===== src/rtl/clock_prescaler_pkg.sv =====
// clock_prescaler_pkg: shared mode encoding, default sizes and config record for the multi-channel prescaler
package clock_prescaler_pkg;

   localparam int DEF_N_CH  = 4;
   localparam int DEF_CNT_W = 24;

   typedef enum logic [1:0] {
      PM_OFF    = 2'b00,
      PM_TICK   = 2'b01,
      PM_TOGGLE = 2'b10,
      PM_RSVD   = 2'b11
   } pmode_t;

   typedef struct packed {
      logic [DEF_CNT_W-1:0] top;
      pmode_t               mode;
   } pcfg_t;

   // Reserved and OFF both leave the channel idle.
   function automatic logic is_running(pmode_t m);
      return (m == PM_TICK) || (m == PM_TOGGLE);
   endfunction

endpackage


===== src/rtl/clock_prescaler_mc_channel.sv =====
// prescaler_channel: one divider channel with active/shadow config applied only at period boundaries
module prescaler_channel
   import clock_prescaler_pkg::*;
#(
   parameter int CNT_W = DEF_CNT_W
) (
   input  logic             clk_hw,
   input  logic             reset_n,
   input  logic             enable,
   input  logic             sync,
   input  logic             wr,
   input  logic [CNT_W-1:0] wr_top,
   input  logic [1:0]       wr_mode,
   output logic             tick,
   output logic             clk_div,
   output logic             pending
);

   logic [CNT_W-1:0] cnt, act_top, sh_top;
   pmode_t           act_mode, sh_mode, nxt_mode;
   logic             run, term, apply;

   assign run      = enable && is_running(act_mode);
   assign term     = cnt >= act_top;
   assign apply    = pending && (sync || !run || term);
   assign nxt_mode = apply ? sh_mode : act_mode;

   // Count, emit tick/divided clock, and swap in the shadow config on a boundary or while idle.
   always_ff @(posedge clk_hw or negedge reset_n) begin
      if (!reset_n) begin
         cnt      <= '0;
         act_top  <= '0;
         sh_top   <= '0;
         act_mode <= PM_OFF;
         sh_mode  <= PM_OFF;
         pending  <= 1'b0;
         tick     <= 1'b0;
         clk_div  <= 1'b0;
      end else begin
         if (wr) begin
            sh_top  <= wr_top;
            sh_mode <= pmode_t'(wr_mode);
         end
         pending <= wr || (pending && !apply);
         if (apply) begin
            act_top  <= sh_top;
            act_mode <= sh_mode;
         end
         if (sync || !run) begin
            cnt     <= '0;
            tick    <= 1'b0;
            clk_div <= 1'b0;
         end else if (term) begin
            cnt     <= '0;
            tick    <= 1'b1;
            clk_div <= (act_mode == PM_TOGGLE) && (nxt_mode == PM_TOGGLE) && !clk_div;
         end else begin
            cnt  <= cnt + 1'b1;
            tick <= 1'b0;
         end
      end
   end

endmodule


===== src/rtl/clock_prescaler_mc.sv =====
// clock_prescaler_mc: N_CH-channel prescaler with valid/ready divisor writes; PRESCALER_PHASE_SYNC_EN adds sync_req realignment
module clock_prescaler_mc
   import clock_prescaler_pkg::*;
#(
   parameter  int N_CH  = DEF_N_CH,
   parameter  int CNT_W = DEF_CNT_W,
   localparam int CH_W  = (N_CH > 1) ? $clog2(N_CH) : 1
) (
   input  logic             clk_hw,
   input  logic             reset_n,
`ifdef PRESCALER_PHASE_SYNC_EN
   input  logic             sync_req,
`endif
   input  logic             cfg_valid,
   output logic             cfg_ready,
   input  logic [CH_W-1:0]  cfg_ch,
   input  logic [CNT_W-1:0] cfg_top,
   input  logic [1:0]       cfg_mode,
   input  logic [N_CH-1:0]  ch_enable,
   output logic [N_CH-1:0]  tick,
   output logic [N_CH-1:0]  clk_div,
   output logic [N_CH-1:0]  pending
);

   logic [CH_W-1:0] ch;
   logic            in_range, sync;
   logic [N_CH-1:0] wr;

`ifdef PRESCALER_PHASE_SYNC_EN
   assign sync = sync_req;
`else
   assign sync = 1'b0;
`endif

   // A single channel ignores cfg_ch; out-of-range writes are always ready and simply dropped.
   assign ch        = (N_CH == 1) ? '0 : cfg_ch;
   assign in_range  = (N_CH == 1) || (32'(cfg_ch) < N_CH);
   assign cfg_ready = in_range ? ~pending[ch] : 1'b1;

   for (genvar g = 0; g < N_CH; g++) begin : g_ch
      assign wr[g] = cfg_valid && cfg_ready && in_range && (ch == CH_W'(g));
      prescaler_channel #(.CNT_W(CNT_W)) u_ch (
         .clk_hw  (clk_hw),
         .reset_n (reset_n),
         .enable  (ch_enable[g]),
         .sync    (sync),
         .wr      (wr[g]),
         .wr_top  (cfg_top),
         .wr_mode (cfg_mode),
         .tick    (tick[g]),
         .clk_div (clk_div[g]),
         .pending (pending[g])
      );
   end

endmodule


===== config.mk =====
export PLATFORM = sky130hd
export DESIGN_NAME = clock_prescaler_mc
export DESIGN_NICKNAME = d
export VERILOG_FILES = /design/src/rtl/clock_prescaler_pkg.sv /design/src/rtl/clock_prescaler_mc_channel.sv /design/src/rtl/clock_prescaler_mc.sv
export SDC_FILE = /design/constraint.sdc
export NUM_CORES = 1
export LEC_CHECK = 0
export CORE_MARGIN = 2
export CORE_UTILIZATION = 35
export DETAILED_ROUTE_END_ITERATION = 10
export MAX_ROUTING_LAYER = met4
export PLACE_DENSITY_LB_ADDON = 0.12
export SETUP_SLACK_MARGIN = 0.1
export SYNTH_ARGS = -nofsm -noshare
export SYNTH_HDL_FRONTEND = slang
export SYNTH_SLANG_ARGS = --single-unit

===== constraint.sdc =====
create_clock -name clk_hw -period 3.58 [get_ports clk_hw]
set_clock_uncertainty 0.1 [all_clocks]
set_input_delay 0.358 -clock clk_hw [delete_from_list [all_inputs] [get_ports clk_hw]]
set_output_delay 0.358 -clock clk_hw [all_outputs]
set_load 0.02 [all_outputs]

## Word level (Yosys, flattened, before mapping)

Index checks and enable logic that the tools add are counted.

- Bitwise operators: 1
- Reduce and logical (&&, ||, !) cells: 50
- Equality and inequality tests: 19
- $lt $le $gt $ge: 5
- Muxes and demuxes: 30
- Add/sub/neg operators: 4

Operators with widths:

| cell | number |
|---|---|
| $mux 24 | 8 |
| $add 24x1->24 const B | 4 |
| $ge 24x24->1 | 4 |
| $logic_and 1x1->1 | 25 |
| $eq 2x2->1 const B | 10 |
| $mux 1 | 17 |
| $logic_not 1->1 | 12 |
| $logic_or 1x1->1 | 12 |
| $eq 2x1->1 const B | 5 |
| $mux 2 | 4 |
| $ne 2x2->1 const B | 4 |
| $lt 2x3->1 const B | 1 |
| $bmux 1 s2 | 1 |
| $logic_not 2->1 | 1 |
| $not 1->1 | 1 |

- Logic and storage cells: 141
- Register bits: 316

## Logic depth before layout (Yosys ltp)

Gate-level depths: netlist (run 1).

- Depth after elaboration: 12
- Mapped depth: 11
- Gate-level depth less buffers: 9

## By module

From an unflattened synthesis (run 1), not the netlist that was laid out.

- Cell total of the unflattened synthesis: 1274
- Area, all modules: 15623.7 µm²

By module, submodules not included:

| module | cells an instance | seq. area each (µm²) | area each (µm²) | instances |
|---|---|---|---|---|
| prescaler_channel (g_ch[0].u_ch ...) | 316 | 1976.9 | 3887.5 | 3 |
| prescaler_channel (g_ch[1].u_ch) | 318 | 1976.9 | 3893.7 | 1 |
| clock_prescaler_mc | 8 | 0.0 | 67.6 | 1 |

## Worst setup path before layout (run 1)

Ideal clock, no wire load.

- Kind: flip-flop to flip-flop
- Start: register g_ch[1].u_ch.cnt[0]
- End: register g_ch[1].u_ch.act_mode[0]
- Period minus slack after synthesis: 2812 ps
- Cell stages (with the launch flop): 11
- Path buffers: 1
- Arrival time: 2587 ps
- Required time: 3355 ps
- Path slack: 768 ps
- Path through: dfrtp_1 > inv_1 > ha_1 > nand2b_1 > a21o_1 > a211o_1 > a2111oi_4 > o311ai_2 > o21ai_4 > buf_12 > mux2_4

- Cells in the longest elaborated chain, start to end: 4

RTL lines:

| what | line | text |
|---|---|---|
| start: declaration | clock_prescaler_mc_channel.sv:19 | `logic [CNT_W-1:0] cnt, act_top, sh_top;` |
| start signal: assignment | clock_prescaler_mc_channel.sv:58 | `cnt <= cnt + 1'b1;` |
| $ge 24x24->1 | clock_prescaler_mc_channel.sv:24 | `assign term = cnt >= act_top;` |
| $logic_or 1x1->1 | clock_prescaler_mc_channel.sv:25 | `assign apply = pending && (sync \|\| !run \|\| term);` |
| $logic_and 1x1->1 | clock_prescaler_mc_channel.sv:25 |  |
| $mux 2 | -- |  |
| via g_ch[1].u_ch.nxt_mode[0] | clock_prescaler_mc_channel.sv:20 | `pmode_t act_mode, sh_mode, nxt_mode;` |
| end signal: assignment | clock_prescaler_mc_channel.sv:47 | `act_mode <= sh_mode;` |
| end: declaration | clock_prescaler_mc_channel.sv:20 |  |

The timed path passes the listed nets, and every way through them passes these cells.
A chain may end at the register's enable or synchronous reset.

## Worst setup path in the final report (run 1)

- Start: register g_ch[1].u_ch.cnt[0]
- End: register g_ch[1].u_ch.pending

- Cells in the longest elaborated chain, start to end: 6

RTL lines:

| what | line | text |
|---|---|---|
| $ge 24x24->1 | clock_prescaler_mc_channel.sv:24 |  |
| $logic_or 1x1->1 | clock_prescaler_mc_channel.sv:25 |  |
| $logic_and 1x1->1 | clock_prescaler_mc_channel.sv:25 |  |
| $logic_not 1->1 | clock_prescaler_mc_channel.sv:44 | `pending <= wr \|\| (pending && !apply);` |
| $logic_and 1x1->1 | clock_prescaler_mc_channel.sv:44 |  |
| $logic_or 1x1->1 | clock_prescaler_mc_channel.sv:44 |  |
| end signal: assignment | clock_prescaler_mc_channel.sv:44 |  |
| end: declaration | clock_prescaler_mc_channel.sv:16 | `output logic pending` |

Every way passes these cells.

==> results.ini, run 1 <==
[status]
status = finished clean

[logic_synthesis]
synth-seq-cells = 316
ys.flop_type = dfrtp_1
synth_nets = 1456
synth_edf_count = 0
syn_inst = 1317
syn_area_um2 = 15300
synth.avg_cell_area_um2 = 11.6
synthDistinctLibCells = 65
yosysWarningCount = 0
ys_seq_area_share_pct = 51.6
synthArstFlopShare_pct = 100

[power]
p_total_mw = 11.8
powerDensity_nw_per_um2 = 663
vdd_drop_max_uv = 291
p_leak_nw = 8.19

[die]
die_y_um = 213
core_um2 = 43200
placement_rows = 76
start_util_pct = 35.5
io_pins = 48
die_w_um = 213
die-area_um2 = 45500

[grt]
antenna_found_initial = 3
grt_max_degree = 91
grt_pass1_vias = 9856
grt_first_pass_wirelength_um = 57100
track_usage_pct = 17.0
grt_overflow = 0

[final_layout]
n_fill_cell = 4184
drive_above_1_share_pct = 19.4
area_growth_pct = 15.8
finalNonFillerCells = 1986
multi_input_area_um2 = 6720
nNetsFinal = 1513
final-seq-area_um2 = 7910

[clock_tree]
hold_buffers = 1
cts.sinks = 316
clk_latency_ns = 0.55
ctsRootBufferMaster = clkbuf_16
cts_buffers = 39
cts_tree = done
clk_pin_slew_ns = 0.05
cts_resized = 0
htree_levels = 2
postCtsSetupBuffers = 0
cts_buffer_depth = 3

[routing]
route.vias.total = 9454
drt-initial-drc-count = 399
first_pass_iters = 4
routedWlPerCell_um = 17.8
vias_per_cell = 4.76
routed_wirelength_um = 35300
ant_nets = 0
drc = 0

[sta]
fmax_ghz = 0.333
tightest_slew_ns = 0.902
maxSlewHeadroom_pct = 39.9
finalSetupViolCount = 0
rsz0062_at_grt = no
fin_tns_setup_ns = 0
post-route-min-period_ns = 3.00
hold_violations = 0
final_max_slew_viol_count = 0
period_share_pct = 83.8

[setup_path]
worstSetupEndpointType = register
path_cells = inv_1, ha_1, nand2b_1, a21o_1, a211o_1, a2111oi_4, o311ai_2, or2_1, o21bai_1
critPathMaxFanout = 25
worstPathRequired_ns = 3.94
crit_type = reg2reg
crit_slowest_cell = or2_1
start_kind = register
crit_arrival_ns = 3.36
max_stage_delay_ns = 0.59

[placed_design]
gp_congestion = 0.770
port_buffers = 47
hpwlAfterDp_um = 24000
dp.cells = 1917

[hold_path]
worstHoldPathType = in2async

[flow_run]
max_cap_viol_count = 0

==> per-stage QoR <==
| stage | worst slack (ns) | instance area [um2] | hold WS (ns) | util, % |
|---|---|---|---|---|
| floorplan | 0.768 | 15300 | -0.0376 | - |
| global placement | 0.582 | 16500 | 0.325 | 38.1 |
| finish | 0.578 | 17700 | 0.287 | 41.1 |
| detailed placement | 0.545 | 16500 | 0.315 | 38.1 |
| CTS | 0.531 | 17700 | 0.313 | 41.1 |
| global route | 0.230 | 17700 | 0.338 | 41.1 |
==> where the power goes <==
| group | internal (mW) | leakage [nW] | total (mW) | switching [mW] |
|---|---|---|---|---|
| Combinational | 1.38 | 3.57 | 2.82 | 1.44 |
| Sequential | 4.50 | 3.98 | 5.02 | 0.518 |
| Clock | 2.39 | 0.634 | 3.92 | 1.53 |
| Total | 8.27 | 8.19 | 11.8 | 3.48 |
==> placed cells by master, fill, tap and decap left out, drive strengths merged, types with 3 or more instances in the layout <==
master         count
xnor2             30
nand2             52
dfrtp            316
nand4             25
inv              119
clkinv             9
xor2              56
buf               17
or3                4
o21ai             43
clkdlybuf4s50     46
mux2             185
a211oi             3
clkbuf            56
nand3             57
o21a               3
nor3b              5
a21oi             30
and4               7
nor2             127
o21bai             3
nor3               7
ha               104
nand2b             4
a21o              18
and3              26
nor2b              5
and2               5
==> sequential cells by signal (all words and copies together) (netlist names) <==
| signal | flops |
|---|---|
| g_ch.u_ch.cnt | 96 |
| g_ch.u_ch.tick | 4 |
| g_ch.u_ch.act_top | 96 |
| g_ch.u_ch.pending | 4 |
| g_ch.u_ch.sh_mode | 8 |
| g_ch.u_ch.act_mode | 8 |
| g_ch.u_ch.clk_div | 4 |
| g_ch.u_ch.sh_top | 96 |
==> cells in the mapped netlist (all sizes together), types with 18 or more instances <==
master,count,share of area (%)
buf,25,1.4
nand2,52,1.3
xor2,56,3.2
and3,26,1.1
xnor2,30,1.7
dfrtp,316,52
ha,104,8.5
inv,119,2.9
clkbuf,23,0.56
a21oi,30,0.98
mux2,185,14
a21o,18,0.88
o21ai,43,1.5
nor2,127,3.1
nand4,25,1.0
nand3,57,1.9
==> area by class of cell <==
cell class                      count  area share (%)
Antenna cell                        1          0.0141
Clock buffer                       56            6.55
Clock inverter                     11           0.592
Inverter                          119            2.52
Multi-Input combinational cell    834            37.9
Sequential cell                   316            44.6
Tap cell                          585            4.12
Timing Repair Buffer               64            3.77
==> kinds of logic after synthesis <==
logic type	after synthesis	synth area share (%)
AO/OA/AOI/OAI	121	5.22
AND/OR/NAND/NOR	336	10.6
XOR/XNOR	86	4.92
buffers and inverters	167	4.83
flip-flops	316	51.6
multiplexers	187	14.3
adder cells (fa/ha/maj)	104	8.49
==> worst max-delay path, delay by kind of cell, from the launching register on <==
family / cells / cell delay (ns)
simple gates: 2 / 0.73
fa+ha+maj: 1 / 0.26
flops: 1 / 0.45
buf+inv: 1 / 0.07
compound gates: 5 / 1.32
==> layer usage <==
metal	part of all wire [%]	track usage (%)	vias to the layer above
met4	1.9	4.93	0
met2	44	25.3	125
met5	0	-	-
li1	-	-	4616
met1	50	23.9	4668
met3	4.8	2.74	45
==> path summary, 6_finish.rpt <==
path | to | slack, ns | cells past startpoint | startpoint
hold reg to reg | g_ch[2].u_ch.cnt[0] | 0.39 | 1 | g_ch[2].u_ch.cnt[0]
max in group asynchronous | g_ch[2].u_ch.cnt[23] | 2.06 | 3 | reset_n
min in group clk_hw | g_ch[0].u_ch.tick | 0.37 | 3 | ch_enable[0]
setup reg to reg | g_ch[1].u_ch.pending | 0.58 | 9 | g_ch[1].u_ch.cnt[0]
hold / removal | g_ch[2].u_ch.cnt[9] | 0.29 | 2 | reset_n
setup / recovery | g_ch[1].u_ch.pending | 0.58 | 9 | g_ch[1].u_ch.cnt[0]
(Power assumes the default switching activity.)
==> run 2: changes to the inputs <==
- clock period: 3.58 -> 2.5 ns (I/O delays scaled with it)
==> results.ini, run 2 (synthesized netlist as in run 1, its figures left out) <==
[status]
status = finished, violations left
violations = negative setup slack

[routing]
vias_per_cell = 4.79
ant_nets = 0
drc = 0
routedWlPerCell_um = 18.2
drt-initial-drc-count = 390
route.vias.total = 10300
routed_wirelength_um = 39200
first_pass_iters = 4

[die]
die_w_um = 213
core_um2 = 43200
placement_rows = 76
start_util_pct = 35.5
die-area_um2 = 45500
io_pins = 48
die_y_um = 213

[sta]
rsz0062_at_grt = yes
fin_tns_setup_ns = -9.26
finalSetupViolCount = 82
fmax_ghz = 0.368
post-route-min-period_ns = 2.72
layout_setup_ws_ns = -0.218
tightest_slew_ns = 0.564
period_share_pct = 109
final_max_slew_viol_count = 0
maxSlewHeadroom_pct = 62.3
hold_violations = 0

[final_layout]
finalNonFillerCells = 2151
utilization_pct = 48.1
top_regs = g_ch.u_ch.act_top (96), g_ch.u_ch.cnt (96), g_ch.u_ch.sh_top (96)
nNetsFinal = 1678
final_common_cell = dfrtp_1
area_growth_pct = 35.5
drive_above_1_share_pct = 39.0
final_cell_mix = dfrtp_1, mux2_2, buf_4

[setup_path]
critPathMaxFanout = 4
start_kind = register
worstPathRequired_ns = 2.83
worstSetupEndpointType = register
crit_type = reg2reg
crit_arrival_ns = 3.05

[placed_design]
dp.cells = 2029
gp_congestion = 0.767
hpwlAfterDp_um = 24700
port_buffers = 47

[clock_tree]
cts_buffers = 38
cts.sinks = 316
cts_tree = done
htree_levels = 2
clk_latency_ns = 0.55
cts_buffer_depth = 3
clk_pin_slew_ns = 0.06
ctsRootBufferMaster = clkbuf_16

[hold_path]
worstHoldPathType = in2async

[power]
vdd_drop_max_uv = 560
p_leak_nw = 9.50
powerDensity_nw_per_um2 = 929

[grt]
grt_max_degree = 62
grt_pass1_vias = 10600
track_usage_pct = 18.4
grt_overflow = 0
grt_first_pass_wirelength_um = 61300
antenna_found_initial = 2

[flow_run]
max_cap_viol_count = 0

-- run 2: cell count changes in the layout (fill, tap and decap cells not counted), moves of 24 or more --
cell     change
nand3_1     -24
nor2_1      -69
o21ai_2     +29
mux2_2      -30
buf_4      +116
nor2_4      +62
mux2_4      +32
-- run 2: final timing paths --
check,start,end,slack [ns],depth (start not counted)
worst max-delay path,g_ch[0].u_ch.cnt[19],g_ch[0].u_ch.clk_div,-0.22,8
worst min-delay path,reset_n,g_ch[3].u_ch.act_top[0],0.16,2
worst max register to register,g_ch[0].u_ch.cnt[19],g_ch[0].u_ch.clk_div,-0.22,8
worst min register to register,g_ch[2].u_ch.sh_top[0],g_ch[2].u_ch.act_top[0],0.40,1
max in group asynchronous,reset_n,g_ch[0].u_ch.act_top[3],1.43,3
min in group clk_hw,ch_enable[3],g_ch[3].u_ch.clk_div,0.28,3
-- run 2: area by class of cell --
class	instances	area [um2]
clock buffers	60	1140
well taps	585	732
diodes	1	2.50
inverters	119	447
clock inverters	6	36.3
fillers	3938	22400
multi-input cells	834	8000
repair buffers	230	2490
flip-flops and latches	316	7910
-- run 2: layer usage --
layer | global-route usage, % | vias up | share of wire [%]
met5 | - | - | 0
met3 | 3.13 | 61 | 4.1
met2 | 27.8 | 115 | 46
li1 | - | 4982 | -
met1 | 25.5 | 5150 | 48
met4 | 5.08 | 0 | 2.3
-- run 2: critical path, stage by stage, from the launching register on --
cell and delay, ns:
dfrtp_2 0.42, ha_4 0.27, nand4_1 0.12, or4_4 0.55
a211o_1 0.32, a21o_4 0.27, buf_12 0.13, a32o_1 0.21
a41o_1 0.21
-- run 2: metrics by stage --
stage	total power, mW	cell area, um2	setup WS (ns)	hold slack, ns
2_1_floorplan	10.2	15400	-0.312	-0.146
3_3_place_gp	11.7	17400	-0.258	0.141
4_1_cts	18.3	19700	-0.271	0.165
3_5_place_dp	11.8	17400	-0.279	0.147
5_1_grt	20.5	20800	-0.338	0.200
6_report	19.3	20800	-0.218	0.161
-- run 2: power breakdown --
| group | switching (mW) | internal (mW) | total (mW) |
|---|---|---|---|
| sequential | 0.713 | 6.45 | 7.16 |
| combinational | 3.15 | 3.64 | 6.79 |
| clock | 2.20 | 3.13 | 5.33 |
| total | 6.06 | 13.2 | 19.3 |
-- run 2: what timing repair did --
action / 4_1_cts / 5_1_grt
endpoints found under the setup margin: 192 / 209
gates cloned: 12 / 8
resized for setup: 143 / 213
hold buffers: 1 / 0
pin swaps: 23 / 79
endpoints found under the hold margin: 149 / 0
setup buffers: 18 / 24
